<file path="src/rtl/calc_pkg.sv">
// calc_pkg: shared definitions for the keypad calculator sequencer.
//   VAL_W      operand / result width
//   KEY_*      keypad codes above the digit range 0x00-0x0F
//   alu_op_t   ALU operation encoding driven on alu_op
//   calc_state_t sequencer state, also exported on disp_state
package calc_pkg;

   localparam int VAL_W = 16;

   localparam logic [4:0] KEY_ADD = 5'h10;
   localparam logic [4:0] KEY_MUL = 5'h11;
   localparam logic [4:0] KEY_AND = 5'h12;
   localparam logic [4:0] KEY_EXE = 5'h13;
   localparam logic [4:0] KEY_SUB = 5'h14;
   localparam logic [4:0] KEY_OR  = 5'h15;
   localparam logic [4:0] KEY_CE  = 5'h16;
   localparam logic [4:0] KEY_CLR = 5'h17;

   typedef enum logic [2:0] {
      ALU_ADD = 3'd0,
      ALU_SUB = 3'd1,
      ALU_MUL = 3'd2,
      ALU_AND = 3'd3,
      ALU_OR  = 3'd4
   } alu_op_t;

   typedef enum logic [1:0] {
      ST_ENTER_A  = 2'd0,
      ST_ENTER_B  = 2'd1,
      ST_WAIT_ALU = 2'd2,
      ST_RESULT   = 2'd3
   } calc_state_t;

   function automatic logic is_op_key(input logic [4:0] code);
      return (code == KEY_ADD) || (code == KEY_MUL) || (code == KEY_AND) ||
             (code == KEY_SUB) || (code == KEY_OR);
   endfunction

   function automatic alu_op_t key_to_op(input logic [4:0] code);
      alu_op_t op;
      case (code)
         KEY_SUB: op = ALU_SUB;
         KEY_MUL: op = ALU_MUL;
         KEY_AND: op = ALU_AND;
         KEY_OR:  op = ALU_OR;
         default: op = ALU_ADD;
      endcase
      return op;
   endfunction

endpackage

</file>
<file path="src/rtl/digit_accum.sv">
// digit_accum: shared shift-accumulate for operand entry plus the per-operand
// digit counter. The parent muxes the active operand onto cur_val and writes
// acc_val back when accept is high.
// Ports:
//   clk, rst       clock, async active-low reset
//   clr            zero the digit counter (wins over accept)
//   digit_valid    a digit key is presented for an operand that may take it
//   dec_mode       1 = decimal (v*10+d), 0 = hex ((v<<4)|d)
//   digit          digit value 0x0-0xF
//   cur_val        current value of the active operand
//   acc_val        accumulated value, truncated to VAL_W
//   accept         digit is legal for the mode and the counter has room
module digit_accum
   import calc_pkg::*;
#(
   parameter int DIGITS = 4
) (
   input  logic             clk,
   input  logic             rst,
   input  logic             clr,
   input  logic             digit_valid,
   input  logic             dec_mode,
   input  logic [3:0]       digit,
   input  logic [VAL_W-1:0] cur_val,
   output logic [VAL_W-1:0] acc_val,
   output logic             accept
);

   localparam int CW = $clog2(DIGITS + 1);

   logic [CW-1:0] cnt;

   assign accept = digit_valid && !(dec_mode && (digit > 4'd9)) && (cnt < CW'(DIGITS));

   assign acc_val = dec_mode ? (cur_val * VAL_W'(10) + {{(VAL_W-4){1'b0}}, digit})
                             : {cur_val[VAL_W-5:0], digit};

   always_ff @(posedge clk or negedge rst) begin
      if (!rst) begin
         cnt <= '0;
      end else if (clr) begin
         cnt <= '0;
      end else if (accept) begin
         cnt <= cnt + 1'b1;
      end
   end

endmodule

</file>
<file path="src/rtl/calc_sequencer.sv">
// calc_sequencer: keypad-driven operand entry and ALU launch sequencer.
// Optional feature macro: CALC_CHAIN_EN -- operator key in RESULT reuses the
// displayed result as op_a and continues with op_b entry.
// Ports:
//   clk, rst                 clock, async active-low reset
//   key_valid, key_code      keypad strobe and code
//   dec_mode                 1 = decimal entry, 0 = hex entry
//   alu_done, alu_result     ALU completion strobe and result
//   op_a, op_b, alu_op       operands and operation presented to the ALU
//   alu_start                one-cycle ALU launch pulse
//   restriction              mirrors dec_mode for the cursor grid
//   disp_val, disp_state     display value and current state
//   err                      sticky ALU timeout flag
//
// state        | meaning
// ST_ENTER_A   | entering first operand, display op_a
// ST_ENTER_B   | entering second operand, display op_b, EXE launches ALU
// ST_WAIT_ALU  | waiting for alu_done with timeout, only CLR accepted
// ST_RESULT    | showing ALU result (or 0xFFFF after timeout)
module calc_sequencer
   import calc_pkg::*;
#(
   parameter int DIGITS      = 4,
   parameter int ALU_TIMEOUT = 255
) (
   input  logic             clk,
   input  logic             rst,
   input  logic             key_valid,
   input  logic [4:0]       key_code,
   input  logic             dec_mode,
   input  logic             alu_done,
   input  logic [VAL_W-1:0] alu_result,
   output logic [VAL_W-1:0] op_a,
   output logic [VAL_W-1:0] op_b,
   output logic [2:0]       alu_op,
   output logic             alu_start,
   output logic             restriction,
   output logic [VAL_W-1:0] disp_val,
   output logic [1:0]       disp_state,
   output logic             err
);

   localparam int TMR_W = $clog2(ALU_TIMEOUT + 1);

   calc_state_t      state;
   logic [TMR_W-1:0] tmr;

   logic             key_live;
   logic             is_clr;
   logic             is_digit;
   logic             is_op;
   logic             is_exe;
   logic             is_ce;
   logic             entering;
   logic             chain_go;
   logic             acc_clr;
   logic             digit_valid;
   logic [VAL_W-1:0] cur_val;
   logic [VAL_W-1:0] acc_val;
   logic             acc_accept;

   // CLR always wins; every other key is dropped when alu_done lands with it.
   assign is_clr   = key_valid && (key_code == KEY_CLR);
   assign key_live = key_valid && !alu_done;
   assign is_digit = key_live && !key_code[4];
   assign is_op    = key_live && is_op_key(key_code);
   assign is_exe   = key_live && (key_code == KEY_EXE);
   assign is_ce    = key_live && (key_code == KEY_CE);

   assign entering = (state == ST_ENTER_A) || (state == ST_ENTER_B);

`ifdef CALC_CHAIN_EN
   assign chain_go = is_op && (state == ST_RESULT) && !err;
`else
   assign chain_go = 1'b0;
`endif

   // The digit counter is already zero in RESULT (cleared on EXE), so a digit
   // there both restarts op_a and counts as its first digit.
   assign acc_clr = is_clr
                 || (is_ce  && entering)
                 || (is_op  && (state == ST_ENTER_A))
                 || (is_exe && (state == ST_ENTER_B))
                 || chain_go;

   assign digit_valid = is_digit && (state != ST_WAIT_ALU);

   always_comb begin
      cur_val = '0;
      case (state)
         ST_ENTER_A: cur_val = op_a;
         ST_ENTER_B: cur_val = op_b;
         default:    cur_val = '0;
      endcase
   end

   digit_accum #(
      .DIGITS (DIGITS)
   ) u_digit_accum (
      .clk         (clk),
      .rst         (rst),
      .clr         (acc_clr),
      .digit_valid (digit_valid),
      .dec_mode    (dec_mode),
      .digit       (key_code[3:0]),
      .cur_val     (cur_val),
      .acc_val     (acc_val),
      .accept      (acc_accept)
   );

   assign restriction = dec_mode;
   assign disp_state  = state;

   always_ff @(posedge clk or negedge rst) begin
      if (!rst) begin
         state     <= ST_ENTER_A;
         op_a      <= '0;
         op_b      <= '0;
         alu_op    <= ALU_ADD;
         alu_start <= 1'b0;
         disp_val  <= '0;
         err       <= 1'b0;
         tmr       <= '0;
      end else begin
         alu_start <= 1'b0;
         if (is_clr) begin
            state    <= ST_ENTER_A;
            op_a     <= '0;
            op_b     <= '0;
            alu_op   <= ALU_ADD;
            disp_val <= '0;
            err      <= 1'b0;
            tmr      <= '0;
         end else begin
            case (state)
               ST_ENTER_A: begin
                  if (acc_accept) begin
                     op_a     <= acc_val;
                     disp_val <= acc_val;
                  end else if (is_ce) begin
                     op_a     <= '0;
                     disp_val <= '0;
                  end else if (is_op) begin
                     alu_op   <= key_to_op(key_code);
                     op_b     <= '0;
                     disp_val <= '0;
                     state    <= ST_ENTER_B;
                  end
               end
               ST_ENTER_B: begin
                  if (acc_accept) begin
                     op_b     <= acc_val;
                     disp_val <= acc_val;
                  end else if (is_ce) begin
                     op_b     <= '0;
                     disp_val <= '0;
                  end else if (is_op) begin
                     alu_op <= key_to_op(key_code);
                  end else if (is_exe) begin
                     alu_start <= 1'b1;
                     tmr       <= TMR_W'(ALU_TIMEOUT - 1);
                     state     <= ST_WAIT_ALU;
                  end
               end
               ST_WAIT_ALU: begin
                  // Down-counter reaches zero on the last allowed cycle;
                  // alu_done on that same cycle still counts as in time.
                  if (alu_done) begin
                     disp_val <= alu_result;
                     state    <= ST_RESULT;
                  end else if (tmr == '0) begin
                     err      <= 1'b1;
                     disp_val <= '1;
                     state    <= ST_RESULT;
                  end else begin
                     tmr <= tmr - 1'b1;
                  end
               end
               ST_RESULT: begin
                  if (acc_accept) begin
                     op_a     <= acc_val;
                     op_b     <= '0;
                     err      <= 1'b0;
                     disp_val <= acc_val;
                     state    <= ST_ENTER_A;
                  end else if (chain_go) begin
                     op_a     <= disp_val;
                     alu_op   <= key_to_op(key_code);
                     op_b     <= '0;
                     disp_val <= '0;
                     state    <= ST_ENTER_B;
                  end
               end
               default: state <= ST_ENTER_A;
            endcase
         end
      end
   end

endmodule

</file>
<file path="config.mk">
export PLATFORM = sky130hd
export DESIGN_NAME = calc_sequencer
export DESIGN_NICKNAME = d
export VERILOG_FILES = /design/src/rtl/calc_pkg.sv /design/src/rtl/digit_accum.sv /design/src/rtl/calc_sequencer.sv
export SDC_FILE = /design/constraint.sdc
export NUM_CORES = 1
export LEC_CHECK = 0
export ABC_AREA = 1
export CORE_MARGIN = 3
export CORE_UTILIZATION = 49
export CTS_CLUSTER_DIAMETER = 60
export CTS_CLUSTER_SIZE = 30
export DETAILED_ROUTE_END_ITERATION = 12
export PLACE_DENSITY = 0.8
export RECOVER_POWER = 25
export SLEW_MARGIN = 10
export SYNTH_ARGS = -nofsm -noshare
export SYNTH_HDL_FRONTEND = slang
export SYNTH_SLANG_ARGS = --single-unit
</file>
<file path="constraint.sdc">
create_clock -name clk -period 3.9 [get_ports clk]
set_input_delay 0.78 -clock clk [delete_from_list [all_inputs] [get_ports clk]]
set_output_delay 0.78 -clock clk [all_outputs]
set_load 0.01 [all_outputs]
</file>
# ---- After elaboration in Yosys (flattened, before gate mapping)
# Index checks and enable logic that the tools add are counted.
dict set report totals {
  reg_bits 66
  in_bits 26
  output_inout_bits 56
  word_cells 143
}
dict set report classes {
  n_addsub 3
  mul 1
  magnitude_cmp 2
  n_eq_ne 29
  mux 58
  reduce_logical 41
}
# op n
set op_table {}
lappend op_table {{two-way mux 16 bit} 15}
lappend op_table {{case mux 16 bit (2 select lines)} 2}
lappend op_table {{case mux 16 bit (4 select lines)} 1}
lappend op_table {{two-way mux 8 bit} 7}
lappend op_table {{case mux 16 bit (3 select lines)} 1}
lappend op_table {{== test 5 bit, second input constant} 8}
lappend op_table {{inequality test 3 bit, second input constant} 11}
lappend op_table {{two-way mux 2 bit} 11}
lappend op_table {{two-way mux 3 bit} 7}
lappend op_table {{adder 16 x 4 -> 16 bit} 1}
lappend op_table {{multiplier 16 x 3 -> 15 bit, second input constant} 1}
lappend op_table {{case mux 8 bit (2 select lines)} 1}
lappend op_table {{logical AND 1 bit} 13}
lappend op_table {{inequality test 4 bit, second input constant} 3}
lappend op_table {{case mux 3 bit (4 select lines)} 1}
lappend op_table {{AND reduction 4 bit} 3}
lappend op_table {{two-way mux 1 bit} 10}
lappend op_table {{AND reduction 9 bit} 1}
lappend op_table {{nonzero test 3 bit} 3}
lappend op_table {{logical NOT 8 bit} 1}
lappend op_table {{logical OR 1 bit} 8}
lappend op_table {{case mux 2 bit (4 select lines)} 1}
lappend op_table {{subtractor 8 x 1 -> 8 bit, second input constant} 1}
lappend op_table {{AND reduction 7 bit} 1}
lappend op_table {{15 further kinds} 22}

# ---- Logic depth before layout (Yosys ltp)
dict set report logic_depth {
  depth_word 11
  mapped_depth 24
  depth_no_buf 23
}

# ---- Hierarchy
# Synthesis repeated with hierarchy kept, for this count alone.
dict set report unflattened {
  cells_unflattened 877
  hier_area_um2 5683.0
}
# module instances cells_per_inst area_each_um2 seq_area_each_um2
set by_module_without_submodules {}
lappend by_module_without_submodules {calc_sequencer 1 612 4155.2 1576.5}
lappend by_module_without_submodules {digit_accum 1 265 1527.7 75.1}

# ---- Least setup slack after synthesis
# No wires, ideal clock.
dict set report synth_path {
  kind {register to register}
  from {reg state[0] (netlist: disp_state[0])}
  to {reg disp_val[15]}
  setup_time_ns 0.117
  arrival_ns 3.604
  required_ns 3.783
  setup_slack_ns 0.178
  stages_incl_launch_ff 23
  path_buffers 1
  path_cell_list {dfrtp_1 -> inv_1 -> ha_1 -> inv_1 -> clkbuf_1 -> o31ai_1 -> ha_1 -> ha_1 -> fa_1 -> nand2_1 -> nand3_1 -> nand3_1 -> nand2_1 -> nor2_2 -> nand3_1 -> nor2_1 -> nand2_1 -> nand2_1 -> nand3_1 -> nand3_1 -> nand2_1 -> nand3_1 -> nand2_1}
}
dict set report synth_between {
  elab_chain_cells 8
}
# item line_no
set synth_lines {}
lappend synth_lines {{start: declaration} calc_sequencer.sv:45} ;# calc_state_t state;
lappend synth_lines {{start signal: assignment} calc_sequencer.sv:116} ;# state <= ST_ENTER_A;
lappend synth_lines {{start signal: assignment} calc_sequencer.sv:127} ;# state <= ST_ENTER_A;
lappend synth_lines {{start signal: assignment} calc_sequencer.sv:147} ;# state <= ST_ENTER_B;
lappend synth_lines {{== test 2 x 1 -> 1 bit or logical NOT 2 bit (tied branches)} {calc_sequencer.sv:90, calc_sequencer.sv:135}}
lappend synth_lines {{case mux 16 bit (2 select lines)} calc_sequencer.sv:90} ;# case (state)
lappend synth_lines {{multiplier 16 x 3 -> 15 bit} digit_accum.sv:35} ;# assign acc_val = dec_mode ? (cur_val * VAL_W'(10) + {{(VAL_W-4){1'b0}}, digit})
lappend synth_lines {{adder 16 x 4 -> 16 bit} digit_accum.sv:35}
lappend synth_lines {{two-way mux 16 bit} digit_accum.sv:35}
lappend synth_lines {{two-way mux 16 bit, on equally long branches} n/a}
lappend synth_lines {{case mux 16 bit (4 select lines)} calc_sequencer.sv:135} ;# case (state)
lappend synth_lines {{two-way mux 16 bit} calc_sequencer.sv:126} ;# if (is_clr) begin
lappend synth_lines {{end signal: assignment} calc_sequencer.sv:139} ;# disp_val <= acc_val;
lappend synth_lines {{end signal: assignment} calc_sequencer.sv:153} ;# disp_val <= acc_val;
lappend synth_lines {{end signal: assignment} calc_sequencer.sv:184} ;# disp_val <= acc_val;
lappend synth_lines {{end: declaration} calc_sequencer.sv:38} ;# output logic [VAL_W-1:0] disp_val,
# Several ways; a longest one is shown, not always the timed one. The select of a mux whose other input is x is not followed.
# A chain may end at the register's enable or synchronous reset.

# ---- Worst setup path in the final report
dict set report layout_path {
  from {reg state[1] (netlist: disp_state[1])}
  to {reg disp_val[6]}
}
# The elaborated chain is that of the path after synthesis.

==> impl_metrics.csv <==
group,metric,value,unit
clocking,cts_sinks,66,
clocking,htreeDepth,3,
die,die_w,107.4,µm
timing,final_hold_viol_count,0,
route,antenna_left,0,
die,dieArea,11540,µm²
cells_and_area,nFillCells,773,
timing,rsz0062_at_grt,"true",
global_routing,antenna_found_initial,0,
power_and_ir_drop,total_power,4.221,mW
synthesis,ys_types,44,
worst_setup_path,timing.reg2reg.setup_slack,0.12,ns
die,io_pins,82,
synthesis,synth.avg_cell_area,6.865,µm²
timing,period_share,96.80,%
synthesis,synth-main-ff-cell,"dfrtp_1",
timing,min_period,3.775,ns
cells_and_area,layout-drive-gt1-share,16.90,%
placed_design,dp_hpwl,12380,µm
die,start_util,51.08,%
route,drc,0,
cells_and_area,fin_nets,915,
synthesis,yosys_warnings,0,
synthesis,synth_edf_count,0,
die,core,9864,µm²
route,routed_via_density,5.844,
placed_design,gp_congestion,0.9355,
timing,worstMarginPinSlew,2.179,ns
clocking,cts_buffer_depth,2,
timing,fin_skew,0.01342,ns
cells_and_area,diodes,0,
route,dr_total_vias,5791,
synthesis,syn_inst,734,
worst_setup_path,cp.required,4.19,ns
clocking,cts_buffers,9,
route,wl_per_cell,17.15,µm
worst_setup_path,crit_slowest_cell,"fa_2",
worst_setup_path,cp_data_arrival_time,4.06,ns
power_and_ir_drop,vdd_drop_max,0.0005785,V
route,drt_pass1_iterations,6,
timing,maxSlewHeadroom,-45.26,%
global_routing,grt_max_degree,41,
route,drtIter0Drc,507,
run,cap_violations,1,
global_routing,grtUsageTotal,28.52,%
cells_and_area,final_cell_mix,"nand2_1, clkdlybuf4s50_1, inv_1",
power_and_ir_drop,powerDensity,608.4,nW/µm²
placed_design,port_buffers,81,
timing,slew_viol_final,41,
worst_setup_path,crit_fanout,6,
global_routing,grt_pass1_vias,5460,
worst_setup_path,worstPathCellList,"inv_2 -> ha_4 -> clkinvlp_4 -> buf_6 -> o32ai_4 -> ha_4 -> fa_2 -> nand2_1 -> inv_2 -> nand4_1 -> buf_4 -> and3_1 -> o31ai_1 -> buf_4 -> nand2_1 -> a21oi_1 -> a22o_1",
clocking,cts_tree,"built",
cells_and_area,final_common_cell,"nand2_1",
synthesis,syn-num-nets,796,
synthesis,synthArstFlopShare,100.0,%
synthesis,synth-seq-cells,66,
run_status,outcome,"finished, violations left",
route,drt_wl_total,16990,µm
timing,fmax,264.9,MHz
global_routing,grt_overflow,0,
global_routing,grt_first_pass_wirelength,26130,µm
synthesis,yosysSeqAreaShare,32.78,%
worst_setup_path,crit_family,"adder cells",
clocking,path_clk_slew,0.08,ns
clocking,clk_latency,0.35,ns
run_status,violations,"capacitance limit, slew limit",
hold_path,min_path_type,"flip-flop to flip-flop",
clocking,cts-root-buf,"clkbuf_8",
worst_setup_path,slowest_delay,0.54,ns
worst_setup_path,worst_setup_path_end_kind,"flip-flop",
worst_setup_path,cp-start-kind,"flip-flop",
die,rows,36,
timing,setup_viol_count_final,0,
cells_and_area,final_core_util,70.33,%
die,dieHeight,107.4,µm
power_and_ir_drop,p_leak,3.265,nW
worst_setup_path,critPathBufInv,6,
worst_setup_path,crit_type,"flip-flop to flip-flop",
cells_and_area,syn2layout_area_growth,37.70,%
synthesis,netlist_area,5039,µm²
final timing paths:
path | startpoint | end | cells after the start
min in group asynchronous | rst | op_a[6]$_DFFE_PN0P_ | 1
setup / recovery | disp_state[1]$_DFFE_PN0P_ | disp_val[6]$_DFFE_PN0P_ | 17
setup reg to reg | disp_state[1]$_DFFE_PN0P_ | disp_val[6]$_DFFE_PN0P_ | 17
hold reg to reg | alu_op[0]$_DFFE_PN0P_ | alu_op[0]$_DFFE_PN0P_ | 2
max in group asynchronous | rst | op_a[2]$_DFFE_PN0P_ | 2
hold / removal | alu_op[0]$_DFFE_PN0P_ | alu_op[0]$_DFFE_PN0P_ | 2
state kept, by name, summed over array words and instances (netlist names):
register,flops
err,1
disp_state,2
alu_op,3
u_digit_accum.cnt,3
op_a,16
op_b,16
disp_val,16
tmr,8
alu_start,1
timing repair:
action                     CTS  global route
hold buffers                 0             0
gates cloned                 0             1
gates resized for setup      9            71
setup endpoints to repair   21            26
buffers inserted             0            12
pin swaps                    0            20
per-layer routing:
| layer | part of all wire (%) | GRT usage, % | up-vias |
|---|---|---|---|
| li1 | - | - | 2672 |
| met4 | 3.4 | 8.566 | 0 |
| met5 | 0 | 0 | - |
| met3 | 8.0 | 6.299 | 65 |
| met2 | 49 | 48.84 | 321 |
| met1 | 39 | 36.05 | 2733 |
per-stage QoR:
stage / area (µm²) / std cells / setup TNS (ns) / setup WS [ns] / hold WS, ns
after floorplan: 5039 / 734 / 0 / 0.1784 / 0.4534
after global placement: 6186 / 962 / -0.2958 / -0.06623 / 0.4643
after detailed placement: 6186 / 962 / -1.105 / -0.1325 / 0.4641
after CTS: 6492 / 978 / 0 / 0.02950 / 0.4872
after global routing: 6938 / 991 / -0.7865 / -0.07528 / 0.4972
final: 6938 / 991 / 0 / 0.1249 / 0.4798
final cells by class:
class	instances	area, µm²	share of cell area [%]
Clock buffer	10	127.6	1.839
Clock inverter	6	137.6	1.984
Inverter	94	362.8	5.230
Multi-Input combinational cell	555	3322	47.88
Sequential cell	66	1652	23.81
Tap cell	133	166.4	2.399
Timing Repair Buffer	127	1170	16.86
worst register-to-register path, delay by kind of cell (launching register included):
family,cells,cell delay [ns]
adder cells (fa/ha/maj),3,0.98
AO/OA/AOI/OAI,4,0.96
buffers and inverters,6,0.95
AND/OR/NAND/NOR,4,0.43
flip-flops,1,0.40
power breakdown:
| part | switching, mW | total (mW) | internal [mW] |
|---|---|---|---|
| sequential | 0.141 | 1.02 | 0.878 |
| clock | 0.293 | 0.786 | 0.493 |
| combinational | 1.50 | 2.42 | 0.921 |
cells by family (layout without fill, tap and decap cells):
logic type	count (synthesis)	count (layout)	synth area share, %
simple gates	365	366	31.34
compound gates	147	147	16.94
buf+inv	114	237	8.642
flops	66	66	32.78
fa+ha+maj	36	36	9.238
xor+xnor	5	5	0.8693
mux	1	1	0.1987
synthesized netlist by cell type (all sizes together) (9+ instances only):
cell	instances	area (µm²)
clkbuf	16	60.06
a21oi	21	105.1
o21ai	80	400.4
o22ai	9	56.30
o211ai	9	72.57
nand3	63	330.3
dfrtp	66	1652
o31ai	12	90.09
nor2	52	237.7
inv	90	340.3
nand2	226	858.3
ha	34	425.4
Power figures use the tool's default switching activity.
